<file path="config.mk">
export PLATFORM = sky130hd
export DESIGN_NAME = umi_port_arbiter
export DESIGN_NICKNAME = d
export VERILOG_FILES = /design/src/rtl/umi_port_arbiter.sv
export SDC_FILE = /design/constraint.sdc
export NUM_CORES = 1
export LEC_CHECK = 0
export CORE_AREA = 2 2 718 720
export DETAILED_ROUTE_END_ITERATION = 10
export DIE_AREA = 0 0 720 722
export PLACE_DENSITY_LB_ADDON = 0.2
export SETUP_SLACK_MARGIN = 0.3
export SYNTH_ARGS = -nofsm -noshare
export SYNTH_HDL_FRONTEND = slang
export SYNTH_SLANG_ARGS = --single-unit
export TNS_END_PERCENT = 10
</file>
<file path="constraint.sdc">
create_clock -name clk -period 9.8 [get_ports clk]
set_input_delay 1.47 -clock clk [delete_from_list [all_inputs] [get_ports clk]]
set_output_delay 1.47 -clock clk [all_outputs]
set_load 0.01 [all_outputs]
</file>
<file path="src/rtl/umi_port_arbiter.sv">
// Round-robin arbiter sharing one UMI port pair between NREQ requesters.
// Outbound packets are registered; read responses are routed back in order through an ID FIFO.
module umi_port_arbiter #(
    parameter int unsigned NREQ  = 4,
    parameter int unsigned DEPTH = 8,
    localparam int unsigned IDW  = (NREQ > 1) ? $clog2(NREQ) : 1,
    localparam int unsigned CW   = $clog2(DEPTH + 1)
) (
    input  logic                  clk,
    input  logic                  rst,
    input  logic [256*NREQ-1:0]   req_out_packet,
    input  logic [NREQ-1:0]       req_out_valid,
    output logic [NREQ-1:0]       req_out_ready,
    output logic [255:0]          req_in_packet,
    output logic [NREQ-1:0]       req_in_valid,
    input  logic [NREQ-1:0]       req_in_ready,
    output logic [255:0]          umi_out_packet,
    output logic                  umi_out_valid,
    input  logic                  umi_out_ready,
    input  logic [255:0]          umi_in_packet,
    input  logic                  umi_in_valid,
    output logic                  umi_in_ready,
    output logic                  err_unexpected,
    output logic [CW-1:0]         rd_outstanding
);
    localparam int unsigned AW = (DEPTH > 1) ? $clog2(DEPTH) : 1;
    localparam logic [7:0] OP_RD_REQ = 8'h08;

    typedef enum logic {IDLE, SEND} state_t;
    state_t state, state_next;

    logic [IDW-1:0] ptr;
    logic [IDW-1:0] grant;
    logic           found;
    logic [NREQ-1:0] eligible;
    logic [255:0]   sel_packet;
    logic           out_fire;
    logic           push;
    logic           pop;
    logic           full;
    logic           empty;
    logic [CW-1:0]  count;
    logic [AW-1:0]  wr_ptr;
    logic [AW-1:0]  rd_ptr;
    logic [IDW-1:0] ids [DEPTH];
    logic [IDW-1:0] head;

    assign full  = (count == CW'(DEPTH));
    assign empty = (count == '0);
    assign head  = ids[rd_ptr];

    // Reads are held off while the ID FIFO is full, judged on current occupancy only.
    for (genvar i = 0; i < NREQ; i++) begin : g_elig
        assign eligible[i] = req_out_valid[i] &&
                             !(full && (req_out_packet[256*i +: 8] == OP_RD_REQ));
    end

    always_comb begin
        int unsigned idx;
        idx   = 0;
        found = 1'b0;
        grant = '0;
        for (int unsigned k = 0; k < NREQ; k++) begin
            idx = {{(32-IDW){1'b0}}, ptr} + k;
            if (idx >= NREQ) idx = idx - NREQ;
            if (!found && eligible[IDW'(idx)]) begin
                found = 1'b1;
                grant = IDW'(idx);
            end
        end
    end

    always_comb begin
        sel_packet = '0;
        for (int unsigned i = 0; i < NREQ; i++) begin
            if (IDW'(i) == grant) sel_packet = req_out_packet[256*i +: 256];
        end
    end

    assign out_fire = !rst && (state == IDLE) && found;
    assign push     = out_fire && (sel_packet[7:0] == OP_RD_REQ);

    always_comb begin
        state_next    = state;
        req_out_ready = '0;
        case (state)
            IDLE: begin
                if (out_fire) begin
                    req_out_ready[grant] = 1'b1;
                    state_next           = SEND;
                end
            end
            SEND: begin
                if (umi_out_ready) state_next = IDLE;
            end
            default: state_next = IDLE;
        endcase
    end

    always_ff @(posedge clk) begin
        if (rst) state <= IDLE;
        else     state <= state_next;
    end

    assign umi_out_valid = (state == SEND);

    always_ff @(posedge clk) begin
        if (rst) begin
            umi_out_packet <= '0;
            ptr            <= '0;
        end else if (out_fire) begin
            umi_out_packet <= sel_packet;
            ptr            <= (grant == IDW'(NREQ - 1)) ? '0 : grant + IDW'(1);
        end
    end

    always_comb begin
        req_in_valid = '0;
        umi_in_ready = 1'b0;
        if (!rst) begin
            if (empty) begin
                umi_in_ready = 1'b1;
            end else begin
                req_in_valid[head] = umi_in_valid;
                umi_in_ready       = req_in_ready[head];
            end
        end
    end

    assign req_in_packet = umi_in_packet;
    assign pop           = umi_in_valid && umi_in_ready && !empty;

    always_ff @(posedge clk) begin
        if (push) ids[wr_ptr] <= grant;
    end

    always_ff @(posedge clk) begin
        if (rst) begin
            wr_ptr         <= '0;
            rd_ptr         <= '0;
            count          <= '0;
            err_unexpected <= 1'b0;
        end else begin
            if (push) wr_ptr <= wr_ptr + AW'(1);
            if (pop)  rd_ptr <= rd_ptr + AW'(1);
            case ({push, pop})
                2'b10:   count <= count + CW'(1);
                2'b01:   count <= count - CW'(1);
                default: count <= count;
            endcase
            if (umi_in_valid && empty) err_unexpected <= 1'b1;
        end
    end

    assign rd_outstanding = count;

endmodule

</file>
# Word-level counts from Yosys, hierarchy flattened
# Memories as Yosys holds them, arrays and structs flattened. A register that Yosys moved wholly into a read port is not among the register bits.
# Index checks and enable logic that the tools add are counted.
[word_totals]
regBits = 270
ramBits = 16
in_bits = 1292
output_inout_bits = 527
wordCells = 122
memories = 1
[op_classes]
addsub = 12
order_cmp = 12
eq_ne = 12
n_mux = 45
bitwise_logic = 2
n_reduce_logical = 31
[memory_table]
columns = ["memory", "depth", "word_bits", "rd", "rd_clocked_by_memory_dff", "wr", "line_no", "source"]
rows = [
  ["ids", 8, 2, 1, 1, 1, "45", "logic [IDW-1:0] ids [DEPTH];"],
]
[ops]
columns = ["cell", "n"]
rows = [
  ["256-bit 2-to-1 mux", 4],
  ["8-bit by 4-bit == test with 1-bit output (second input constant)", 5],
  ["1-bit logical AND", 19],
  ["2-bit by 3-bit < comparator with 1-bit output (second input constant)", 6],
  ["2-bit 2-to-1 mux", 9],
  ["1-bit 2-to-1 mux", 17],
  ["4-bit 2-to-1 mux", 4],
  ["1-bit binary-select mux with 2-bit select", 5],
  ["3-bit greater-or-equal comparator (second input constant)", 3],
  ["1-bit logical NOT", 9],
  ["4-bit one-hot mux with 2 select lines", 1],
  ["2-bit by 1-bit subtractor with 2-bit output (second input constant)", 4],
  ["2-bit by 2-bit adder with 3-bit output (second input constant)", 2],
  ["3-bit by 1-bit adder with 3-bit output (second input constant)", 2],
  ["3-bit 2-to-1 mux", 2],
  ["4-bit by 1-bit adder with 4-bit output (second input constant)", 1],
  ["4-bit AND", 1],
  ["1-bit demux with 2-bit select", 2],
  ["2-bit == test (first input constant)", 2],
  ["2-bit == test (second input constant)", 2],
  ["4-bit == test (second input constant)", 1],
  ["2-bit by 1-bit greater-or-equal comparator with 1-bit output (second input constant)", 2],
  ["4-bit logical NOT", 1],
  ["4-bit by 1-bit subtractor with 4-bit output (second input constant)", 1],
  ["other kinds (9)", 9],
]

# Logic depth before layout (Yosys ltp)
[logic_depth]
ltp_word = 25
depth_mapped = 22
depth_no_buf = 21

# Least setup slack after synthesis
# OpenSTA, ideal clock, no wires.
[synth_path]
path_type = "input port to output port"
startpoint = "in req_out_packet[513]"
endpoint = "out req_out_ready[3]"
arrival_time_ns = 4.801
required_ns = 8.330
path_slack_ns = 3.529
path_stages = 13
path_buffers = 5
cell_sequence = "or4b_1 -> o31ai_2 -> nand2b_1 -> o21ai_0 -> a22oi_1 -> and2_1 -> ha_1 -> clkbuf_1 -> clkbuf_1 -> clkbuf_1 -> clkbuf_1 -> clkbuf_1 -> and3_1"
[synth_via]
elab_chain_cells = 22
word_cells_on_any_way = 34
cone_classes = "order compare: 2; eq/ne: 1; mux: 20; reduce/logical: 11"
[synth_lines]
columns = ["element", "line_no", "source"]
rows = [
  ["start: declaration", "11", "input logic [256*NREQ-1:0] req_out_packet,"],
  ["8-bit by 4-bit == test with 1-bit output (*)", "55", "!(full && (req_out_packet[256*i +: 8] == OP_RD_REQ));"],
  ["1-bit logical AND (*)", "55", ""],
  ["1-bit logical NOT (*)", "55", ""],
  ["1-bit logical AND (*)", "54", "assign eligible[i] = req_out_valid[i] &&"],
  ["1-bit binary-select mux with 2-bit select", "66", "if (!found && eligible[IDW'(idx)]) begin"],
  ["1-bit 2-to-1 mux (not written as such)", "66", ""],
  ["1-bit 2-to-1 mux", "66", ""],
  ["1-bit logical NOT", "66", ""],
  ["(+7 left out)", "--", ""],
  ["2-bit 2-to-1 mux (*)", "66", ""],
  ["via grant[0]", "33", "logic [IDW-1:0] grant;"],
  ["2-bit by 3-bit < comparator with 1-bit output (not written as such) or 2-bit by 1-bit greater-or-equal comparator with 1-bit output (tied branches)", "89", "req_out_ready[grant] = 1'b1;"],
  ["1-bit logical AND (not written as such)", "89", ""],
  ["1-bit 2-to-1 mux (not written as such)", "89", ""],
  ["1-bit demux with 2-bit select (*)", "89", ""],
  ["4-bit 2-to-1 mux (*)", "88", "if (out_fire) begin"],
  ["4-bit 2-to-1 mux (*)", "86", "case (state)"],
  ["end: declaration", "13", "output logic [NREQ-1:0] req_out_ready,"],
]
# The timed path passes the listed nets; every way through them passes the cells marked *. The select of a mux whose other input is x is not followed.

# Final worst setup path
[layout_path]
startpoint = "in req_out_packet[514]"
endpoint = "out req_out_ready[1]"
# Same word-level chain as after synthesis.

==> run_results.csv <==
group,metric,value,unit
power,p_total,7.265,mW
synth,synthCells,2999,
placed_design,hpwlAfterDp,290.2,mm
synth,synth_nets,4301,
power,power_per_cell_area,169.1,nW/um^2
clocking,clock_tree.buffer_depth,3,
synth,synthesis.area,21910,sq um
clocking,cts_setup_buffers,0,
min_path,hold_class,"reg2reg",
layout,multi_input_area,12850,sq um
setup_path,crit_family,"simple AND/OR/NAND/NOR gates",
synth,ys_types,53,
sta,report.final.hold_viol_count,0,
placed_design,io_buffers,1306,
sta,fin_skew,0.05883,ns
global_route,grt_pass1_vias,27430,
drt,viasPerCell,2.563,
synth,ys_seq_area_share,27.14,%
setup_path,start_kind,"input pin",
layout,ff_latch_area,5946,sq um
layout,syn_to_final_growth,96.06,%
sta,fin_tns_setup,0,ns
floorplanning,die_h,722,um
sta,max_freq,131.2,MHz
drt,dr_total_vias,27460,
power,p_leak,12.84,nW
global_route,grt_util_all_layers,12.04,%
clocking,numClockSinks,289,
floorplanning,start_util,4.282,%
synth,synth_flop_cell,"dfxtp_1",
sta,holdWs,0.4561,ns
synth,synth_edf_count,16,
setup_path,cp_common_cell,"clkdlybuf4s50_1",
synth,ys.warnings.count,0,
drt,antenna_left,0,
clocking,cts_buffers,51,
setup_path,cpMaxStageDelayCell,"or4b_1",
global_route,overflow,0,
synth,syn-mean-instance-area,7.305,sq um
clocking,clk_pin_slew,0.06,ns
drt,wire_per_inst,30.56,um
layout,finalNetCount,5198,
setup_path,crit_fanout,29,
setup_path,crit_buf_inv,3,
floorplanning,die_x,720,um
sta,slew_violations,0,
drt,first_pass_iters,5,
clocking,clockRootBuffer,"clkbuf_16",
setup_path,criticalPathCategory,"in2out",
floorplanning,core,511700,sq um
global_route,antenna_found_initial,215,
drt,wirelength,327.4,mm
sta,worst_pin_slew,1.301,ns
floorplanning,row_count,263,
floorplanning,ios,1819,
clocking,clk_latency,0.75,ns
setup_path,critPathMaxStageDelay,0.78,ns
setup_path,arrival,6.15,ns
layout,fillers,59740,
setup_path,crit_required,8.33,ns
sta,rsz0062_at_grt,"false",
synth,ys_async_sr_fraction,0,%
global_route,grt_pass1_wl,388.7,mm
sta,fin_crit,7.624,ns
setup_path,crit_path_end_kind,"output port",
drt,initialDrtViolationCount,1875,
sta,period_share,77.80,%
power,vdd_drop_max,0.1360,mV
placed_design,gp_congestion,0.8771,
floorplanning,dieArea,519800,sq um
clocking,ctsHtreeMaxLevel,2,
setup_path,crit_path_cell_trace,"clkdlybuf4s50_1, or4b_1, o31ai_2, nand2b_1, o21ai_0, a22oi_1, and2_1, ha_4, buf_4, and3_1, clkdlybuf4s50_1",
outcome,run_status,"complete, no violations",
synth,ys_seq_elements,289,
job,maxCapViolations,0,
global_route,grt_max_degree,153,
drt,drc_errors,0,
sta,setup_viol,0,
layout,drive_gt1_share,11.68,%
clocking,cts_tree,"done",
sta,maxSlewHeadroom,13.26,%
clocking,hold_buffers,0,
clocking,cts_resized,0,
==> power breakdown <==
group          leakage, nW  internal, mW  switching [mW]
logic                 9.58          1.37            2.41
registers             2.41          1.36           0.114
clock network        0.857          1.15           0.858
==> placed cells by master (no fill, tap or decap), drive strengths merged, types with 4 or more instances in the layout <==
cell / Yosys / routed
inv: 19 / 23
nor2: 522 / 522
a221o: 5 / 5
mux4: 4 / 4
a211oi: 255 / 255
nand2: 259 / 259
clkdlybuf4s50: 0 / 1300
and3: 5 / 5
ha: 9 / 9
edfxtp: 16 / 16
a21oi: 757 / 757
a311oi: 5 / 5
or4b: 5 / 5
nor2b: 4 / 4
dfxtp: 273 / 273
nand3b: 253 / 253
clkbuf: 223 / 65
diode: 0 / 19
clkinv: 0 / 15
buf: 320 / 87
clkinvlp: 0 / 6
o31ai: 5 / 5
mux2: 5 / 5
bufinv: 0 / 4
o21ai: 6 / 6
or4: 5 / 5
mux2i: 4 / 4
==> worst reg2reg max path, cell delays in order (launching register included) <==
cell	delay [ns]
dfxtp_1	0.38
or4b_4	0.66
o31ai_1	0.59
nand2_1	0.14
o21a_1	0.30
inv_1	0.21
ha_4	0.63
nor2b_1	1.04
a221o_1	0.53
a22oi_1	0.17
nand4_1	0.15
nor2_1	0.08
inv_1	0.11
ha_1	0.22
ha_1	0.25
a21o_1	0.18
a21oi_1	0.20
xnor2_1	0.10
or3_1	0.30
a21oi_1	0.14
==> cell type report <==
| cell class | count | area share, % |
|---|---|---|
| flip-flops and latches | 289 | 13.84 |
| clock buffers | 65 | 3.373 |
| repair buffers | 1387 | 32.18 |
| inverters | 19 | 0.1660 |
| well taps | 6757 | 19.68 |
| multi-input cells | 2148 | 29.92 |
| diodes | 19 | 0.1107 |
| clock inverters | 29 | 0.7224 |
==> state kept, by name (all words and copies together) (netlist names), named ones only <==
| signal | count |
|---|---|
| rd_ptr | 3 |
| umi_out_valid | 1 |
| rd_outstanding | 4 |
| err_unexpected | 1 |
| wr_ptr | 3 |
| umi_out_packet | 256 |
| ids | 16 |
| ptr | 2 |
==> cell families (layout without fill, tap and decap cells) <==
group / after synthesis / in the layout / share of synthesized area (%)
AND/OR/NAND/NOR: 1076 / 1076 / 23.48
AO/OA/AOI/OAI: 1045 / 1045 / 32.81
buffers and inverters: 562 / 1500 / 14.96
flip-flops: 289 / 289 / 27.14
multiplexers: 13 / 13 / 0.8509
adder cells (fa/ha/maj): 10 / 10 / 0.6054
XOR/XNOR: 4 / 4 / 0.1599
other: 0 / 19 / 0
==> worst paths after layout <==
kind                                     endpoint  cells after the start                 from  slack [ns]
worst min-delay path                         flop                      1            rd_ptr[2]        0.46
worst max register to register  rd_outstanding[3]                     19    rd_outstanding[0]        3.37
worst min register to register               flop                      1            rd_ptr[2]        0.46
worst max-delay path             req_out_ready[1]                     11  req_out_packet[514]        2.18
==> metrics by stage <==
step / worst slack, ns / area, sq um / utilization (%) / instances
6_report: 2.176 / 42950 / 8.394 / 10710
5_1_grt: 1.860 / 42910 / 8.385 / 10690
4_1_cts: 2.006 / 42910 / 8.385 / 10690
3_5_place_dp: 1.436 / 41150 / 8.041 / 10600
3_3_place_gp: 1.092 / 41150 / 8.041 / 10600
2_1_floorplan: 3.529 / 21910 / - / 2999
==> per-layer routing <==
layer  track usage, %  part of all wire [%]  routed length (um)  vias up
met3            7.598                    14               46040      541
met1            11.85                    34              111200    13050
li1                 -                     -                   -    12060
met4            3.089                   3.3               10660       98
met5           0.2034                  0.23                 768        -
met2            21.03                    48              158700     1706
==> Yosys cell counts (all sizes together) (2+ instances only) <==
cell / number / share of area (%)
or4: 5 / 0.17
mux4: 4 / 0.41
nor2b: 4 / 0.11
a311oi: 5 / 0.20
o31ai: 5 / 0.32
a21o: 2 / 0.069
and3: 5 / 0.14
edfxtp: 16 / 2.2
nor2: 522 / 8.9
ha: 9 / 0.51
nand2b: 2 / 0.057
a211oi: 255 / 14
inv: 19 / 0.33
nand3: 3 / 0.069
or4b: 5 / 0.25
nor4bb: 2 / 0.091
mux2: 5 / 0.26
o21ai: 6 / 0.14
dfxtp: 273 / 25
buf: 320 / 11
nor4: 2 / 0.057
and4b: 2 / 0.091
o21a: 2 / 0.069
and4: 2 / 0.080
clkbuf: 223 / 3.8
a22oi: 3 / 0.10
mux2i: 4 / 0.18
or3: 3 / 0.086
a221o: 5 / 0.23
nand2: 259 / 4.4
xor2: 3 / 0.12
a21oi: 757 / 17
nand3b: 253 / 8.7
nor3b: 3 / 0.10
Power figures use the tool's default switching activity.
